==> config.mk <==
export PLATFORM = sky130hd
export DESIGN_NAME = mem_block_copy_master_flat
export DESIGN_NICKNAME = d
export VERILOG_FILES = /design/src/rtl/mem_block_copy_master_if.sv /design/src/rtl/mem_block_copy_master.sv /design/src/flat_wrapper.sv
export SDC_FILE = /design/constraint.sdc
export NUM_CORES = 1
export LEC_CHECK = 0
export ABC_CLOCK_PERIOD_IN_PS = 2900
export CAP_MARGIN = 40
export CORE_MARGIN = 3
export CORE_UTILIZATION = 45
export CTS_CLUSTER_SIZE = 24
export DETAILED_ROUTE_END_ITERATION = 16
export GPL_TIMING_DRIVEN = 0
export PLACE_DENSITY = 0.83
export SLEW_MARGIN = 20
export SYNTH_ARGS = -nofsm -noshare
export SYNTH_HDL_FRONTEND = slang
export SYNTH_SLANG_ARGS = --single-unit
==> constraint.sdc <==
create_clock -name clock -period 2.9 [get_ports clock]
set_clock_uncertainty 0.2 [all_clocks]
set_input_delay 0.58 -clock clock [delete_from_list [all_inputs] [get_ports clock]]
set_output_delay 0.58 -clock clock [all_outputs]
set_load 0.05 [all_outputs]
==> src/rtl/mem_block_copy_master_if.sv <==
// rtl/mem_block_copy_master_if.sv - minimal single-channel memory bus (oe/we/addr/Wdata/size, Rdata/DataRdy)
//
// Purpose: bundles the memory-side signals of the block copy master.
// Signals:
//   Mout_oe_ram         read request (master -> slave)
//   Mout_we_ram         write request (master -> slave)
//   Mout_addr_ram       access byte address (master -> slave)
//   Mout_Wdata_ram      write data (master -> slave)
//   Mout_data_ram_size  access size in bits, 0 when idle (master -> slave)
//   M_Rdata_ram         read data (slave -> master)
//   M_DataRdy           access-complete strobe (slave -> master)
// Modports: master (the copy engine), slave (the memory responder).

interface mem_block_copy_master_if #(
   parameter int ADDR_W = 10,
   parameter int DATA_W = 32
);
   logic              Mout_oe_ram;
   logic              Mout_we_ram;
   logic [ADDR_W-1:0] Mout_addr_ram;
   logic [DATA_W-1:0] Mout_Wdata_ram;
   logic [5:0]        Mout_data_ram_size;
   logic [DATA_W-1:0] M_Rdata_ram;
   logic              M_DataRdy;

   modport master (
      output Mout_oe_ram,
      output Mout_we_ram,
      output Mout_addr_ram,
      output Mout_Wdata_ram,
      output Mout_data_ram_size,
      input  M_Rdata_ram,
      input  M_DataRdy
   );

   modport slave (
      input  Mout_oe_ram,
      input  Mout_we_ram,
      input  Mout_addr_ram,
      input  Mout_Wdata_ram,
      input  Mout_data_ram_size,
      output M_Rdata_ram,
      output M_DataRdy
   );
endinterface

==> src/rtl/mem_block_copy_master.sv <==
// rtl/mem_block_copy_master.sv - word-by-word memory block copy initiator
//
// Purpose: copies n_words consecutive DATA_W-bit words from src_addr to
// dst_addr over the minimal oe/we memory bus: one read, then one write,
// per word. Start/done follow the start_port/done_port pulse handshake.
// Optional feature macro: MEM_BLOCK_COPY_TIMEOUT_EN adds a per-access
// watchdog; after TIMEOUT_CYCLES waiting cycles the request is dropped and
// the copy ends with done_port=1, error=1. Without it the block waits
// indefinitely and error stays 0.
//
// Ports:
//   clock       rising-edge clock
//   reset       asynchronous active-low reset
//   start_port  one-cycle start pulse, sampled only in IDLE
//   src_addr    first source byte address, latched on start
//   dst_addr    first destination byte address, latched on start
//   n_words     number of words to copy, latched on start
//   done_port   one-cycle completion pulse
//   error       valid with done_port; 1 = copy aborted
//   mem         memory bus, master modport of mem_block_copy_master_if

module mem_block_copy_master #(
   parameter int ADDR_W         = 10,
   parameter int DATA_W         = 32,
   parameter int LEN_W          = 8,
   parameter int TIMEOUT_CYCLES = 64
) (
   input  logic                    clock,
   input  logic                    reset,
   input  logic                    start_port,
   input  logic [ADDR_W-1:0]       src_addr,
   input  logic [ADDR_W-1:0]       dst_addr,
   input  logic [LEN_W-1:0]        n_words,
   output logic                    done_port,
   output logic                    error,
   mem_block_copy_master_if.master mem
);

   if (!(DATA_W == 8 || DATA_W == 16 || DATA_W == 32) || TIMEOUT_CYCLES < 1) begin : g_param_check
      $error("mem_block_copy_master: DATA_W must be 8/16/32 and TIMEOUT_CYCLES >= 1");
   end

   typedef enum logic [1:0] {IDLE, RD, WR, DONE} state_t;

   // Byte-address increment per word; wraps modulo 2^ADDR_W.
   localparam logic [ADDR_W-1:0] STEP        = ADDR_W'(DATA_W / 8);
   localparam logic [5:0]        ACCESS_BITS = 6'(DATA_W);

   state_t            state;
   logic [ADDR_W-1:0] src_ptr;
   logic [ADDR_W-1:0] dst_ptr;
   logic [LEN_W-1:0]  remaining;

`ifdef MEM_BLOCK_COPY_TIMEOUT_EN
   localparam int              WD_W    = $clog2(TIMEOUT_CYCLES + 1);
   localparam logic [WD_W-1:0] WD_LAST = WD_W'(TIMEOUT_CYCLES - 1);
   logic [WD_W-1:0] wd_count;
`endif

   // Mout_Wdata_ram doubles as the data register: the read word is captured
   // straight into it, so it is already stable when the write request rises.
   always_ff @(posedge clock or negedge reset) begin
      if (!reset) begin
         state                  <= IDLE;
         src_ptr                <= '0;
         dst_ptr                <= '0;
         remaining              <= '0;
         done_port              <= 1'b0;
         error                  <= 1'b0;
         mem.Mout_oe_ram        <= 1'b0;
         mem.Mout_we_ram        <= 1'b0;
         mem.Mout_addr_ram      <= '0;
         mem.Mout_Wdata_ram     <= '0;
         mem.Mout_data_ram_size <= '0;
`ifdef MEM_BLOCK_COPY_TIMEOUT_EN
         wd_count               <= '0;
`endif
      end else begin
         done_port <= 1'b0;
         error     <= 1'b0;
         case (state)
            IDLE: begin
               if (start_port) begin
                  src_ptr   <= src_addr;
                  dst_ptr   <= dst_addr;
                  remaining <= n_words;
                  if (n_words == '0) begin
                     state     <= DONE;
                     done_port <= 1'b1;
                  end else begin
                     state                  <= RD;
                     mem.Mout_oe_ram        <= 1'b1;
                     mem.Mout_addr_ram      <= src_addr;
                     mem.Mout_data_ram_size <= ACCESS_BITS;
`ifdef MEM_BLOCK_COPY_TIMEOUT_EN
                     wd_count               <= '0;
`endif
                  end
               end
            end

            RD: begin
               if (mem.M_DataRdy) begin
                  state              <= WR;
                  mem.Mout_oe_ram    <= 1'b0;
                  mem.Mout_we_ram    <= 1'b1;
                  mem.Mout_addr_ram  <= dst_ptr;
                  mem.Mout_Wdata_ram <= mem.M_Rdata_ram;
`ifdef MEM_BLOCK_COPY_TIMEOUT_EN
                  wd_count           <= '0;
               end else if (wd_count == WD_LAST) begin
                  state                  <= DONE;
                  done_port              <= 1'b1;
                  error                  <= 1'b1;
                  mem.Mout_oe_ram        <= 1'b0;
                  mem.Mout_addr_ram      <= '0;
                  mem.Mout_data_ram_size <= '0;
               end else begin
                  wd_count <= wd_count + WD_W'(1);
`endif
               end
            end

            WR: begin
               if (mem.M_DataRdy) begin
                  src_ptr         <= src_ptr + STEP;
                  dst_ptr         <= dst_ptr + STEP;
                  remaining       <= remaining - LEN_W'(1);
                  mem.Mout_we_ram <= 1'b0;
                  if (remaining == LEN_W'(1)) begin
                     state                  <= DONE;
                     done_port              <= 1'b1;
                     mem.Mout_addr_ram      <= '0;
                     mem.Mout_data_ram_size <= '0;
                  end else begin
                     state             <= RD;
                     mem.Mout_oe_ram   <= 1'b1;
                     mem.Mout_addr_ram <= src_ptr + STEP;
                  end
`ifdef MEM_BLOCK_COPY_TIMEOUT_EN
                  wd_count <= '0;
               end else if (wd_count == WD_LAST) begin
                  state                  <= DONE;
                  done_port              <= 1'b1;
                  error                  <= 1'b1;
                  mem.Mout_we_ram        <= 1'b0;
                  mem.Mout_addr_ram      <= '0;
                  mem.Mout_data_ram_size <= '0;
               end else begin
                  wd_count <= wd_count + WD_W'(1);
`endif
               end
            end

            DONE: begin
               state <= IDLE;
            end

            default: begin
               state <= IDLE;
            end
         endcase
      end
   end

endmodule

==> src/flat_wrapper.sv <==
// flat-port wrapper written by rule: the top's interface ports become plain ports
module mem_block_copy_master_flat 
#(
   parameter int ADDR_W         = 10,
   parameter int DATA_W         = 32,
   parameter int LEN_W          = 8,
   parameter int TIMEOUT_CYCLES = 64
)
  (clock, reset, start_port, src_addr, dst_addr, n_words, done_port, error, mem_Mout_oe_ram, mem_Mout_we_ram, mem_Mout_addr_ram, mem_Mout_Wdata_ram, mem_Mout_data_ram_size, mem_M_Rdata_ram, mem_M_DataRdy);
  mem_block_copy_master_if #(.ADDR_W(ADDR_W), .DATA_W(DATA_W)) mem_i ();
  input  logic clock;
  input  logic reset;
  input  logic start_port;
  input  logic [ADDR_W-1:0] src_addr;
  input  logic [ADDR_W-1:0] dst_addr;
  input  logic [LEN_W-1:0] n_words;
  output logic done_port;
  output logic error;
  output wire logic [$bits(mem_i.Mout_oe_ram)-1:0] mem_Mout_oe_ram;
  output wire logic [$bits(mem_i.Mout_we_ram)-1:0] mem_Mout_we_ram;
  output wire logic [$bits(mem_i.Mout_addr_ram)-1:0] mem_Mout_addr_ram;
  output wire logic [$bits(mem_i.Mout_Wdata_ram)-1:0] mem_Mout_Wdata_ram;
  output wire logic [$bits(mem_i.Mout_data_ram_size)-1:0] mem_Mout_data_ram_size;
  input wire logic [$bits(mem_i.M_Rdata_ram)-1:0] mem_M_Rdata_ram;
  input wire logic [$bits(mem_i.M_DataRdy)-1:0] mem_M_DataRdy;
  assign mem_Mout_oe_ram = mem_i.Mout_oe_ram;
  assign mem_Mout_we_ram = mem_i.Mout_we_ram;
  assign mem_Mout_addr_ram = mem_i.Mout_addr_ram;
  assign mem_Mout_Wdata_ram = mem_i.Mout_Wdata_ram;
  assign mem_Mout_data_ram_size = mem_i.Mout_data_ram_size;
  assign mem_i.M_Rdata_ram = mem_M_Rdata_ram;
  assign mem_i.M_DataRdy = mem_M_DataRdy;
  mem_block_copy_master #(.ADDR_W(ADDR_W), .DATA_W(DATA_W), .LEN_W(LEN_W), .TIMEOUT_CYCLES(TIMEOUT_CYCLES)) u_core (.clock(clock), .reset(reset), .start_port(start_port), .src_addr(src_addr), .dst_addr(dst_addr), .n_words(n_words), .done_port(done_port), .error(error), .mem(mem_i));
endmodule
==> metrics.cfg <==
[power_and_ir_drop]
p_leak_nw = 2.224
p_comb_share_pct = 59.8
pwr-share-seq_pct = 28.7
power_density_mw_per_mm2 = 1322
switching_share_pct = 48.54
clkPwrFrac_pct = 11.5
p_int_w = 0.003585
max-vdd-ir-drop_v = 0.0005750
p_sw_w = 0.003381

[logic_synthesis]
syn_area_sq_mm = 0.003805
ys_warn_count = 0
synth_ff_type = dfrtp_1
synthArstFlopShare_pct = 100.0
synthDistinctLibCells = 49
synth_top_area_share_pct = 49.98
syn_inst = 361
synth-edff-count = 0
ys_ff_latch = 76
ys_seq_area_share_pct = 49.98
synth_area_leader_cell = dfrtp_1
yosys-top-cells-area = dfrtp_1, mux2_2, nand2_1
syn-mean-instance-area_sq_um = 10.54

[setup_path]
critPathSlowestCell = clkbuf_1
cp.arrival_ps = 2560
r2r_slack_ps = 340
end_kind = flop
critPathRequiredTime_ps = 2900
crit_path_start_kind = flop
path_cells = inv_1 -> ha_1 -> buf_2 -> clkbuf_1 -> buf_2 -> clkbuf_1 -> a21oi_1
cpPeakStageDelay_ps = 460
r2r_cells = 7
criticalPathCategory = reg -> reg
path_max_fanout = 10
worstReg2RegEnd = u_core.mem.Mout_we_ram$_DFFE_PN0P_
timing.rr.start = u_core.state[0]$_DFFE_PN0P_

[placed_design]
placed_area_sq_mm = 0.005067
post-place-ws_ps = 173.9
place_hpwl_mm = 7.238
port_buffers = 109
gp_congestion = 0.9173

[global_route]
grt-ovfl-total = 0
grt_pass1_wl_mm = 15.93
antenna_found_initial = 0
grt_max_degree = 48
grt_use_total_pct = 20.29
grt_pass1_vias = 3292

[timing]
worst_slew_pin_slew_ps = 604.9
setup_ws_ps = 336.9
fin_crit_ps = 2563
max_freq_ghz = 0.3902
finalSetupViolCount = 0
rsz0062_at_grt = no
fin_crit_sh_pct = 88.38
maxSlewViolCount = 0
relSlewSlack_pct = 59.30
hold_ws_ps = 277.0
final_hold_viol_count = 0

[floorplanning]
ioPinCount = 116
die_h_microns = 97.95
core_area_sq_mm = 0.007968
dieArea_sq_mm = 0.009594
initial_core_util_pct = 47.75
die_x_microns = 97.95
rows = 32

[final_layout]
n_fill_cell = 641
final_area_sq_mm = 0.005269
final_nets = 561
utilization_pct = 66.13
n_antenna_cell = 0
area_delta_synth_final_pct = 38.47
drive_above_1_share_pct = 14.00

[flow_run]
cap_violations = 0

[cts]
cts-root-buf = clkbuf_8
numCtsBuffers = 9
cts-resized-gates = 0
clock_sinks = 76
cts_setup_buffers = 0
cts_tree = yes
cts.clk_slew.worst_paths_ps = 70
cts-htree-levels = 3
cts.path.max_buffers = 2
insertion_delay_ps = 350

[drt]
drc = 0
routed_via_density = 5.506
vias = 3276
drt-total-wl_mm = 9.689
postRouteAntennaNets = 0
drt_iter0_drc = 224
firstDrtPassIters = 4
post_drt_wl_per_cell_microns = 16.28

[min_path]
holdPathEnd = u_core.mem.Mout_addr_ram[3]$_DFFE_PN0P_
hold_path.class = reg -> reg
whs_path_depth = 2
min-delay-start = u_core.mem.Mout_addr_ram[3]$_DFFE_PN0P_

[run_status]
status = complete, no violations

==> final cells by class <==
class                           count  area, sq um  area share [%]
Buffer                             25        135.1           2.565
Clock buffer                       11        131.4           2.493
Clock inverter                      5        60.06           1.140
Inverter                           10        37.54          0.7124
Multi-Input combinational cell    255         1749           33.20
Sequential cell                    76         1902           36.10
Tap cell                          102        127.6           2.422
Timing Repair Buffer              111         1126           21.37
==> timing repair <==
| item | CTS | global route |
|---|---|---|
| hold buffers | 1 | 0 |
| endpoints found under the hold margin | 29 | 0 |
| endpoints found under the setup margin | 0 | 0 |
==> registers in the layout, summed over array words and instances (netlist names), 2 cells and up <==
register                   cells
u_core.dst_ptr                10
u_core.state                   2
u_core.mem.Mout_Wdata_ram     32
u_core.src_ptr                10
u_core.remaining               8
u_core.mem.Mout_addr_ram      10
==> how the worst max path moves through the flow <==
stage	startpoint	end
2_1_floorplan	n_words[1]	u_core.mem.Mout_addr_ram[8]$_DFFE_PN0P_
3_3_place_gp	reset	u_core.mem.Mout_Wdata_ram[9]$_DFFE_PN0P_
3_5_place_dp	n_words[5]	u_core.mem.Mout_addr_ram[8]$_DFFE_PN0P_
4_1_cts	u_core.state[0]$_DFFE_PN0P_	u_core.dst_ptr[4]$_DFFE_PN0P_
5_1_grt	u_core.state[0]$_DFFE_PN0P_	u_core.dst_ptr[5]$_DFFE_PN0P_
6_report	u_core.state[0]$_DFFE_PN0P_	u_core.mem.Mout_we_ram$_DFFE_PN0P_
==> Yosys cell counts (7+ instances only) <==
cell and number:
a21oi_1 27, buf_4 7, clkbuf_1 11, dfrtp_1 76
ha_1 9, inv_1 10, mux2_2 33, mux2i_1 10
nand2_1 40, nand3_1 9, nor2_1 16, o211ai_1 8
o21ai_0 28, o22ai_1 12
==> placed cells by master, fill, tap and decap left out, drive strengths merged, types with 6 or more instances in the layout <==
cell           instances
nor2                  16
o21ai                 29
buf                   16
dfrtp                 76
clkdlybuf4s50        108
inv                   11
nand3                  9
mux2                  33
nand2                 40
mux2i                 10
a21oi                 27
o22ai                 12
o211ai                 9
and3                   6
conb                   6
ha                     9
clkbuf                22
==> metal layers <==
layer / vias to the layer above / track usage, % / part of all wire, %
met5: - / 0 / 0
met4: 0 / 6.603 / 1.7
met3: 13 / 3.286 / 6.2
met2: 127 / 34.40 / 50
met1: 1600 / 26.58 / 42
li1: 1536 / - / -
==> logic make-up (layout without fill, tap and decap cells) <==
logic type,count (synthesis),count (layout),share of synthesized area [%]
and+or+nand+nor,92,92,11.84
buffers and inverters,35,162,4.538
other,1,6,0.09856
DFF,76,76,49.98
adders and majority gates,9,9,2.960
muxes,43,43,12.40
xor gates and xnor gates,6,6,1.381
AOI/OAI and AO/OA,99,99,16.80
==> critical path, delay by kind of cell, from the launching register on <==
family                     cells  cell delay, ps
buffers and inverters          5            1520
AOI/OAI and AO/OA              1             130
DFF                            1             400
adders and majority gates      1             160
==> per-stage QoR <==
stage	power (W)	setup TNS, ps	instances
after global placement	0.006046	-123430	577
after detailed placement	0.006170	0	578
after global routing	0.007402	0	595
after CTS	0.006977	0	595
final	0.006967	0	595
after floorplan	0.004853	0	366
==> power groups by stage <==
stage | clock [W] | sequential, W | combinational, W
after global placement | 0 | 0.00197 | 0.00407
after floorplan | 0 | 0.00306 | 0.00180
final | 0.000800 | 0.00200 | 0.00417
after global routing | 0.000861 | 0.00206 | 0.00448
after detailed placement | 0 | 0.00201 | 0.00416
after CTS | 0.000812 | 0.00199 | 0.00418
Note: power is estimated with default switching activity, not from simulation.
